==> src/rtl/alu_pkg.sv <==
`default_nettype none
`timescale 1ns/1ps
// ============================================================================
// Module : alu_pkg
// Brief  : Shared definitions for the ALU result path. Covers the add_sub
//          result width, the sign-magnitude field layout and the state
//          encoding of the result accumulator.
// Rev    : 1.0  initial release
// ============================================================================
package alu_pkg;

  // Width of an add_sub result word: 1 sign bit plus 3 magnitude bits.
  localparam int RES_W    = 4;
  localparam int SIGN_IDX = RES_W - 1;
  localparam int MAG_HI   = RES_W - 2;
  localparam int MAG_LO   = 0;

  typedef enum logic [1:0] {
    IDLE  = 2'd0,
    ACCUM = 2'd1,
    DONE  = 2'd2
  } state_t;

  // Fold negative zero (sign set, magnitude 0) onto +0.
  function automatic logic [RES_W-1:0] sm_norm_res(input logic [RES_W-1:0] v);
    logic [RES_W-1:0] r;
    r = v;
    if (v[MAG_HI:MAG_LO] == '0) begin
      r[SIGN_IDX] = 1'b0;
    end
    return r;
  endfunction

endpackage
`default_nettype wire

==> src/rtl/alu_result_acc_if.sv <==
`default_nettype none
`timescale 1ns/1ps
// ============================================================================
// Module : alu_result_acc_if
// Brief  : Input stream, output handshake and result bundle of the ALU
//          result accumulator. The master side is the producer/consumer
//          environment; the slave side is the accumulator.
// Rev    : 1.0  initial release
// ============================================================================
interface alu_result_acc_if #(
  parameter int NUM_SAMPLES = 4,
  parameter int ACC_W       = 6
) ();
  import alu_pkg::*;

  localparam int CNT_W = $clog2(NUM_SAMPLES + 1);

  logic             start;
  logic             in_valid;
  logic             in_ready;
  logic [RES_W-1:0] R;
  logic             SF;
  logic             ZF;
  logic             DZF;
  logic             out_valid;
  logic             out_ready;
  logic [ACC_W-1:0] acc;
  logic             acc_sf;
  logic             acc_zf;
  logic             ovf;
  logic             dz;
  logic [CNT_W-1:0] count;

  modport master (
    output start, in_valid, R, SF, ZF, DZF, out_ready,
    input  in_ready, out_valid, acc, acc_sf, acc_zf, ovf, dz, count
  );

  modport slave (
    input  start, in_valid, R, SF, ZF, DZF, out_ready,
    output in_ready, out_valid, acc, acc_sf, acc_zf, ovf, dz, count
  );

endinterface
`default_nettype wire

==> src/rtl/sm_add.sv <==
`default_nettype none
`timescale 1ns/1ps
// ============================================================================
// Module : sm_add
// Brief  : Combinational saturating sign-magnitude adder. Adds a RES_W-bit
//          sign-magnitude operand to an ACC_W-bit sign-magnitude accumulator,
//          clamping the magnitude to its maximum and flagging saturation.
//          Negative zero is folded to +0 on both inputs and on the output.
// Rev    : 1.0  initial release
// ============================================================================
module sm_add
  import alu_pkg::*;
#(
  parameter int ACC_W = 6
) (
  input  logic [ACC_W-1:0] acc_in,
  input  logic [RES_W-1:0] operand,
  output logic [ACC_W-1:0] sum,
  output logic             sat
);

  localparam int MAG_W = ACC_W - 1;
  // Magnitudes are handled ACC_W bits wide so a same-sign add cannot wrap.
  localparam logic [ACC_W-1:0] c_mag_max = {1'b0, {MAG_W{1'b1}}};

  logic [RES_W-1:0] w_op;
  logic             w_a_sign;
  logic [ACC_W-1:0] w_a_mag;
  logic             w_b_sign;
  logic [ACC_W-1:0] w_b_mag;
  logic             w_sign;
  logic [ACC_W-1:0] w_mag;
  logic [ACC_W-1:0] w_mag_clamped;

  assign w_op     = sm_norm_res(operand);
  assign w_a_mag  = {1'b0, acc_in[MAG_W-1:0]};
  assign w_a_sign = acc_in[ACC_W-1] & (|acc_in[MAG_W-1:0]);
  assign w_b_mag  = ACC_W'(w_op[MAG_HI:MAG_LO]);
  assign w_b_sign = w_op[SIGN_IDX];

  // Signed-magnitude add: same signs add, differing signs subtract the
  // smaller magnitude from the larger and take the larger one's sign.
  always_comb begin
    w_sign = 1'b0;
    w_mag  = '0;
    if (w_a_sign == w_b_sign) begin
      w_mag  = w_a_mag + w_b_mag;
      w_sign = w_a_sign;
    end else if (w_a_mag >= w_b_mag) begin
      w_mag  = w_a_mag - w_b_mag;
      w_sign = w_a_sign;
    end else begin
      w_mag  = w_b_mag - w_a_mag;
      w_sign = w_b_sign;
    end
  end

  assign sat           = (w_mag > c_mag_max);
  assign w_mag_clamped = sat ? c_mag_max : w_mag;
  // A zero magnitude always leaves with a positive sign.
  assign sum = {w_sign & (|w_mag_clamped[MAG_W-1:0]), w_mag_clamped[MAG_W-1:0]};

endmodule
`default_nettype wire

==> src/rtl/alu_result_acc.sv <==
`default_nettype none
`timescale 1ns/1ps
// ============================================================================
// Module : alu_result_acc
// Brief  : Accumulates a run of NUM_SAMPLES add_sub results into a
//          saturating sign-magnitude accumulator. The run is started by a
//          start pulse, and the result is presented through a valid/ready
//          handshake together with registered flags and sticky error bits.
// Rev    : 1.0  initial release
// ============================================================================
module alu_result_acc
  import alu_pkg::*;
#(
  parameter int NUM_SAMPLES = 4,
  parameter int ACC_W       = 6
) (
  input  logic                clk,
  input  logic                rst_n,
  alu_result_acc_if.slave     bus
);

  localparam int CNT_W = $clog2(NUM_SAMPLES + 1);
  localparam logic [CNT_W-1:0] c_last = CNT_W'(NUM_SAMPLES);

  state_t           r_state;
  state_t           r_state_nxt;
  logic [ACC_W-1:0] r_acc;
  logic             r_acc_sf;
  logic             r_acc_zf;
  logic             r_ovf;
  logic             r_dz;
  logic [CNT_W-1:0] r_count;

  logic             w_accept;
  logic [CNT_W-1:0] w_cnt_nxt;
  logic [ACC_W-1:0] w_sum;
  logic             w_sat;
  logic             w_unused_flags;

  // SF/ZF come along with the result for information only.
  assign w_unused_flags = bus.SF ^ bus.ZF;

  assign w_accept  = bus.in_valid && (r_state == ACCUM);
  assign w_cnt_nxt = r_count + CNT_W'(1);

  sm_add #(
    .ACC_W (ACC_W)
  ) u_sm_add (
    .acc_in  (r_acc),
    .operand (bus.R),
    .sum     (w_sum),
    .sat     (w_sat)
  );

  // State register.
  always_ff @(posedge clk or negedge rst_n) begin
    if (!rst_n) begin
      r_state <= IDLE;
    end else begin
      r_state <= r_state_nxt;
    end
  end

  // Next-state logic: start in IDLE, last sample in ACCUM, out_ready in DONE.
  always_comb begin
    r_state_nxt = r_state;
    case (r_state)
      IDLE: begin
        if (bus.start) begin
          r_state_nxt = ACCUM;
        end
      end
      ACCUM: begin
        if (w_accept && (w_cnt_nxt == c_last)) begin
          r_state_nxt = DONE;
        end
      end
      DONE: begin
        if (bus.out_ready) begin
          r_state_nxt = IDLE;
        end
      end
      default: begin
        r_state_nxt = IDLE;
      end
    endcase
  end

  // Datapath: clear on start, update on each accepted sample, hold otherwise.
  always_ff @(posedge clk or negedge rst_n) begin
    if (!rst_n) begin
      r_acc    <= '0;
      r_acc_sf <= 1'b0;
      r_acc_zf <= 1'b1;
      r_ovf    <= 1'b0;
      r_dz     <= 1'b0;
      r_count  <= '0;
    end else if ((r_state == IDLE) && bus.start) begin
      r_acc    <= '0;
      r_acc_sf <= 1'b0;
      r_acc_zf <= 1'b1;
      r_ovf    <= 1'b0;
      r_dz     <= 1'b0;
      r_count  <= '0;
    end else if (w_accept) begin
      r_count <= w_cnt_nxt;
      if (bus.DZF) begin
        // Invalid sample: counted and flagged, accumulator untouched.
        r_dz <= 1'b1;
      end else begin
        r_acc    <= w_sum;
        r_acc_sf <= w_sum[ACC_W-1];
        r_acc_zf <= ~(|w_sum[ACC_W-2:0]);
        if (w_sat) begin
          r_ovf <= 1'b1;
        end
      end
    end
  end

  assign bus.in_ready  = (r_state == ACCUM);
  assign bus.out_valid = (r_state == DONE);
  assign bus.acc       = r_acc;
  assign bus.acc_sf    = r_acc_sf;
  assign bus.acc_zf    = r_acc_zf;
  assign bus.ovf       = r_ovf;
  assign bus.dz        = r_dz;
  assign bus.count     = r_count;

endmodule
`default_nettype wire

==> src/flat_wrapper.sv <==
// flat-port wrapper written by rule: the top's interface ports become plain ports
module alu_result_acc_flat import alu_pkg::*;
#(
  parameter int NUM_SAMPLES = 4,
  parameter int ACC_W       = 6
)
  (clk, rst_n, bus_start, bus_in_valid, bus_R, bus_SF, bus_ZF, bus_DZF, bus_out_ready, bus_in_ready, bus_out_valid, bus_acc, bus_acc_sf, bus_acc_zf, bus_ovf, bus_dz, bus_count);
  alu_result_acc_if #(.NUM_SAMPLES(NUM_SAMPLES), .ACC_W(ACC_W)) bus_i ();
  input  logic clk;
  input  logic rst_n;
  input wire logic [$bits(bus_i.start)-1:0] bus_start;
  input wire logic [$bits(bus_i.in_valid)-1:0] bus_in_valid;
  input wire logic [$bits(bus_i.R)-1:0] bus_R;
  input wire logic [$bits(bus_i.SF)-1:0] bus_SF;
  input wire logic [$bits(bus_i.ZF)-1:0] bus_ZF;
  input wire logic [$bits(bus_i.DZF)-1:0] bus_DZF;
  input wire logic [$bits(bus_i.out_ready)-1:0] bus_out_ready;
  output wire logic [$bits(bus_i.in_ready)-1:0] bus_in_ready;
  output wire logic [$bits(bus_i.out_valid)-1:0] bus_out_valid;
  output wire logic [$bits(bus_i.acc)-1:0] bus_acc;
  output wire logic [$bits(bus_i.acc_sf)-1:0] bus_acc_sf;
  output wire logic [$bits(bus_i.acc_zf)-1:0] bus_acc_zf;
  output wire logic [$bits(bus_i.ovf)-1:0] bus_ovf;
  output wire logic [$bits(bus_i.dz)-1:0] bus_dz;
  output wire logic [$bits(bus_i.count)-1:0] bus_count;
  assign bus_i.start = bus_start;
  assign bus_i.in_valid = bus_in_valid;
  assign bus_i.R = bus_R;
  assign bus_i.SF = bus_SF;
  assign bus_i.ZF = bus_ZF;
  assign bus_i.DZF = bus_DZF;
  assign bus_i.out_ready = bus_out_ready;
  assign bus_in_ready = bus_i.in_ready;
  assign bus_out_valid = bus_i.out_valid;
  assign bus_acc = bus_i.acc;
  assign bus_acc_sf = bus_i.acc_sf;
  assign bus_acc_zf = bus_i.acc_zf;
  assign bus_ovf = bus_i.ovf;
  assign bus_dz = bus_i.dz;
  assign bus_count = bus_i.count;
  alu_result_acc #(.NUM_SAMPLES(NUM_SAMPLES), .ACC_W(ACC_W)) u_core (.clk(clk), .rst_n(rst_n), .bus(bus_i));
endmodule
==> config.mk <==
export PLATFORM = sky130hd
export DESIGN_NAME = alu_result_acc_flat
export DESIGN_NICKNAME = d
export VERILOG_FILES = /design/src/rtl/alu_pkg.sv /design/src/rtl/alu_result_acc_if.sv /design/src/rtl/sm_add.sv /design/src/rtl/alu_result_acc.sv /design/src/flat_wrapper.sv
export SDC_FILE = /design/constraint.sdc
export NUM_CORES = 1
export LEC_CHECK = 0
export BUFFER_PORTS_ARGS = -buffer_cell sky130_fd_sc_hd__buf_4
export CORE_AREA = 2 2 52 54
export CTS_CLUSTER_DIAMETER = 40
export DETAILED_ROUTE_END_ITERATION = 10
export DIE_AREA = 0 0 54 56
export PLACE_DENSITY = 0.78
export REMOVE_ABC_BUFFERS = 1
export SLEW_MARGIN = 10
export SYNTH_ARGS = -nofsm -noshare
export SYNTH_HDL_FRONTEND = slang
export SYNTH_SLANG_ARGS = --single-unit
==> constraint.sdc <==
create_clock -name clk -period 3.25 [get_ports clk]
set_clock_uncertainty 0.05 [all_clocks]
set_input_delay 0.1625 -clock clk [delete_from_list [all_inputs] [get_ports clk]]
set_output_delay 0.1625 -clock clk [all_outputs]
set_load 0.005 [all_outputs]
==> results.json <==
{
  "crit_chain": "inv_1 -> ha_1 -> fa_1 -> a21bo_2 -> a21oi_4 -> mux2i_1 -> mux4_2 -> nor4_2 -> o21ai_1",
  "slew-limit-headroom_pct": 58.0,
  "cts.repair.resized": 0,
  "rsz0062_at_grt": "no",
  "synthesis.area_um2": 1280,
  "die-height_um": 56,
  "drv_cap": 0,
  "crit_fanout": 6,
  "fillers": 209,
  "netlist.area_leader.share_pct": 25.5,
  "cp.arrival_ns": 2.99,
  "setup_viol": 0,
  "insertion_delay_ns": 0.29,
  "maxSlewViolCount": 0,
  "cpPeakStageDelay_ns": 0.50,
  "syn_inst": 139,
  "io_pins": 27,
  "p_per_area_nw_per_um2": 991,
  "clockBufferDepth": 2,
  "first_pass_iters": 4,
  "grt_pass1_vias": 1093,
  "synth-edff-count": 0,
  "syn_avg_cell_area_um2": 9.18,
  "grt_max_degree": 15,
  "yosys_most_used_dff": "dfrtp_1",
  "fin_ws_ns": 0.377,
  "place_hpwl_mm": 2.32,
  "fin_cells": 196,
  "hold_depth": 3,
  "fp-row-count": 18,
  "cp-end-kind": "flop",
  "fin_area_um2": 1520,
  "p_leak_nw": 0.719,
  "cp_top_family": "multiplexers",
  "cts.sinks": 14,
  "diodes": 0,
  "clock-root-buffer": "clkbuf_4",
  "grt_first_pass_wirelength_mm": 5.01,
  "peakVddDrop_uv": 644,
  "cp-start-kind": "flop",
  "grt_overflow": 0,
  "final_util_pct": 62.7,
  "path_clk_slew_ns": 0.09,
  "fp.dieArea_um2": 3020,
  "antenna_found_initial": 0,
  "critPathSlowestCell": "mux4_2",
  "numCtsBuffers": 3,
  "die_x_um": 54,
  "tightest_slew_ns": 0.628,
  "drc": 0,
  "total_power_mw": 1.51,
  "r2r-end": "u_core.bus.acc_sf",
  "yosysSeqAreaShare_pct": 27.5,
  "synth_seq_cells": 14,
  "min_period_over_period_pct": 88.4,
  "layout_common_cells": "buf_4 (26), nand2_1 (17), dfrtp_1 (13), inv_1 (12), a21oi_1 (12)",
  "hp-start": "bus_DZF",
  "start_util_pct": 52.5,
  "hp-class": "in2reg",
  "hold_end": "u_core.bus.dz",
  "numPortBuffers": 24,
  "first_iter_violations": 31,
  "ant_nets": 0,
  "critPathRequiredTime_ns": 3.36,
  "final_common_cell": "buf_4",
  "yosys.area.top_type": "dfrtp_1",
  "track_usage_pct": 22.1,
  "period_minus_slack_ns": 2.87,
  "wirelength_mm": 2.90,
  "core_um2": 2430,
  "syn_to_final_growth_pct": 19.4,
  "placed_cells": 191,
  "dpl-instance-area_um2": 1480,
  "fin_tns_setup_ns": 0,
  "yosys_warnings": 0,
  "hold_slack_ns": 0.0782,
  "gp_congestion": 0.936,
  "yosysUniqueCellTypes": 44,
  "wl_per_cell_um": 14.8,
  "vias": 1124,
  "drive_gt1_share_pct": 26.5,
  "finalHoldViolCount": 0,
  "synth_area_leaders": "dfrtp_1 (25%), ha_1 (11%), nand2_1 (5.0%)",
  "avgViaCountPerCell": 5.73,
  "outcome": "complete, no violations",
  "crit_buf_inv": 1,
  "cts_tree": "done",
  "fin_nets": 193,
  "worstSetupPathType": "reg2reg",
  "htreeDepth": 1,
  "timing.fmax_mhz": 348,
  "post-place-ws_ns": 0.442,
  "async_reset_ff_share_pct": 100,
  "rr_startpoint": "u_core.bus.acc[0]",
  "r2r_setup_slack_ns": 0.38,
  "worstRegToRegCells": 9
}
==> registers in the layout (all words and copies together), names as in the netlist <==
signal             cells
u_core.bus.acc         5
u_core.bus.count       3
u_core.r_state         2
u_core.bus.ovf         1
u_core.bus.dz          1
u_core.bus.acc_zf      1
u_core.bus.acc_sf      1
==> layout make-up <==
type	instances	area, um2	area share [%]
Tap cell	30	37.5	2.46
Multi-Input combinational cell	109	848	55.7
Clock buffer	4	36.3	2.38
Timing Repair Buffer	27	205	13.5
Sequential cell	14	352	23.1
Inverter	12	45.0	2.96
==> cells by family (layout without fill, tap and decap cells) <==
logic type      count (synthesis)  after routing  share of synthesized area (%)
compound gates                 38             38                           21.8
buf+inv                        16             43                           5.98
simple gates                   48             48                           19.3
xor+xnor                        3              3                           4.12
flops                          14             14                           27.5
fa+ha+maj                      14             14                           15.5
mux                             6              6                           5.78
==> layer usage <==
metal  global-route usage, %  vias up  wire length (um)
met5                       0        -                 0
met4                    5.00        0                18
met3                    4.84        4               167
met2                    34.7       37              1460
met1                    30.7      544              1250
li1                        -      539                 -
==> synthesized netlist by cell type, drive strengths merged, types with 3 or more instances <==
| master | instances |
|---|---|
| nand2 | 17 |
| a21oi | 13 |
| dfrtp | 13 |
| inv | 12 |
| ha | 11 |
| nor2 | 10 |
| o21ai | 9 |
| nand3 | 5 |
| a31oi | 4 |
| buf | 4 |
| mux2i | 4 |
| and2 | 3 |
| fa | 3 |
| nand2b | 3 |
| nor2b | 3 |
==> power by group <==
group          internal [mW]  total, mW  switching (mW)
registers              0.258      0.352          0.0942
logic                  0.488       1.03           0.543
clock network         0.0683      0.128          0.0594
==> worst register-to-register path, delay by kind of cell, from the launching register on <==
| family | cells | cell delay, ns |
|---|---|---|
| compound gates | 3 | 0.46 |
| fa+ha+maj | 2 | 0.64 |
| buf+inv | 1 | 0.07 |
| flops | 1 | 0.45 |
| mux | 2 | 0.65 |
| simple gates | 1 | 0.42 |
==> worst max path at each step <==
stage | from | end | cells after the start
5_1_grt | u_core.bus.acc[2] | u_core.bus.acc_sf | 8
2_1_floorplan | u_core.bus.acc[0] | u_core.bus.acc_sf | 9
3_3_place_gp | u_core.bus.acc[0] | u_core.bus.acc_sf | 9
4_1_cts | u_core.bus.acc[0] | u_core.bus.acc_sf | 9
6_report | u_core.bus.acc[0] | u_core.bus.acc_sf | 9
3_5_place_dp | u_core.bus.acc[0] | u_core.bus.acc_sf | 9
==> what timing repair did <==
item                      CTS  global route
hold endpoints to repair   14             0
hold buffers                1             0
setup buffers               0             0
(Power assumes the default switching activity.)
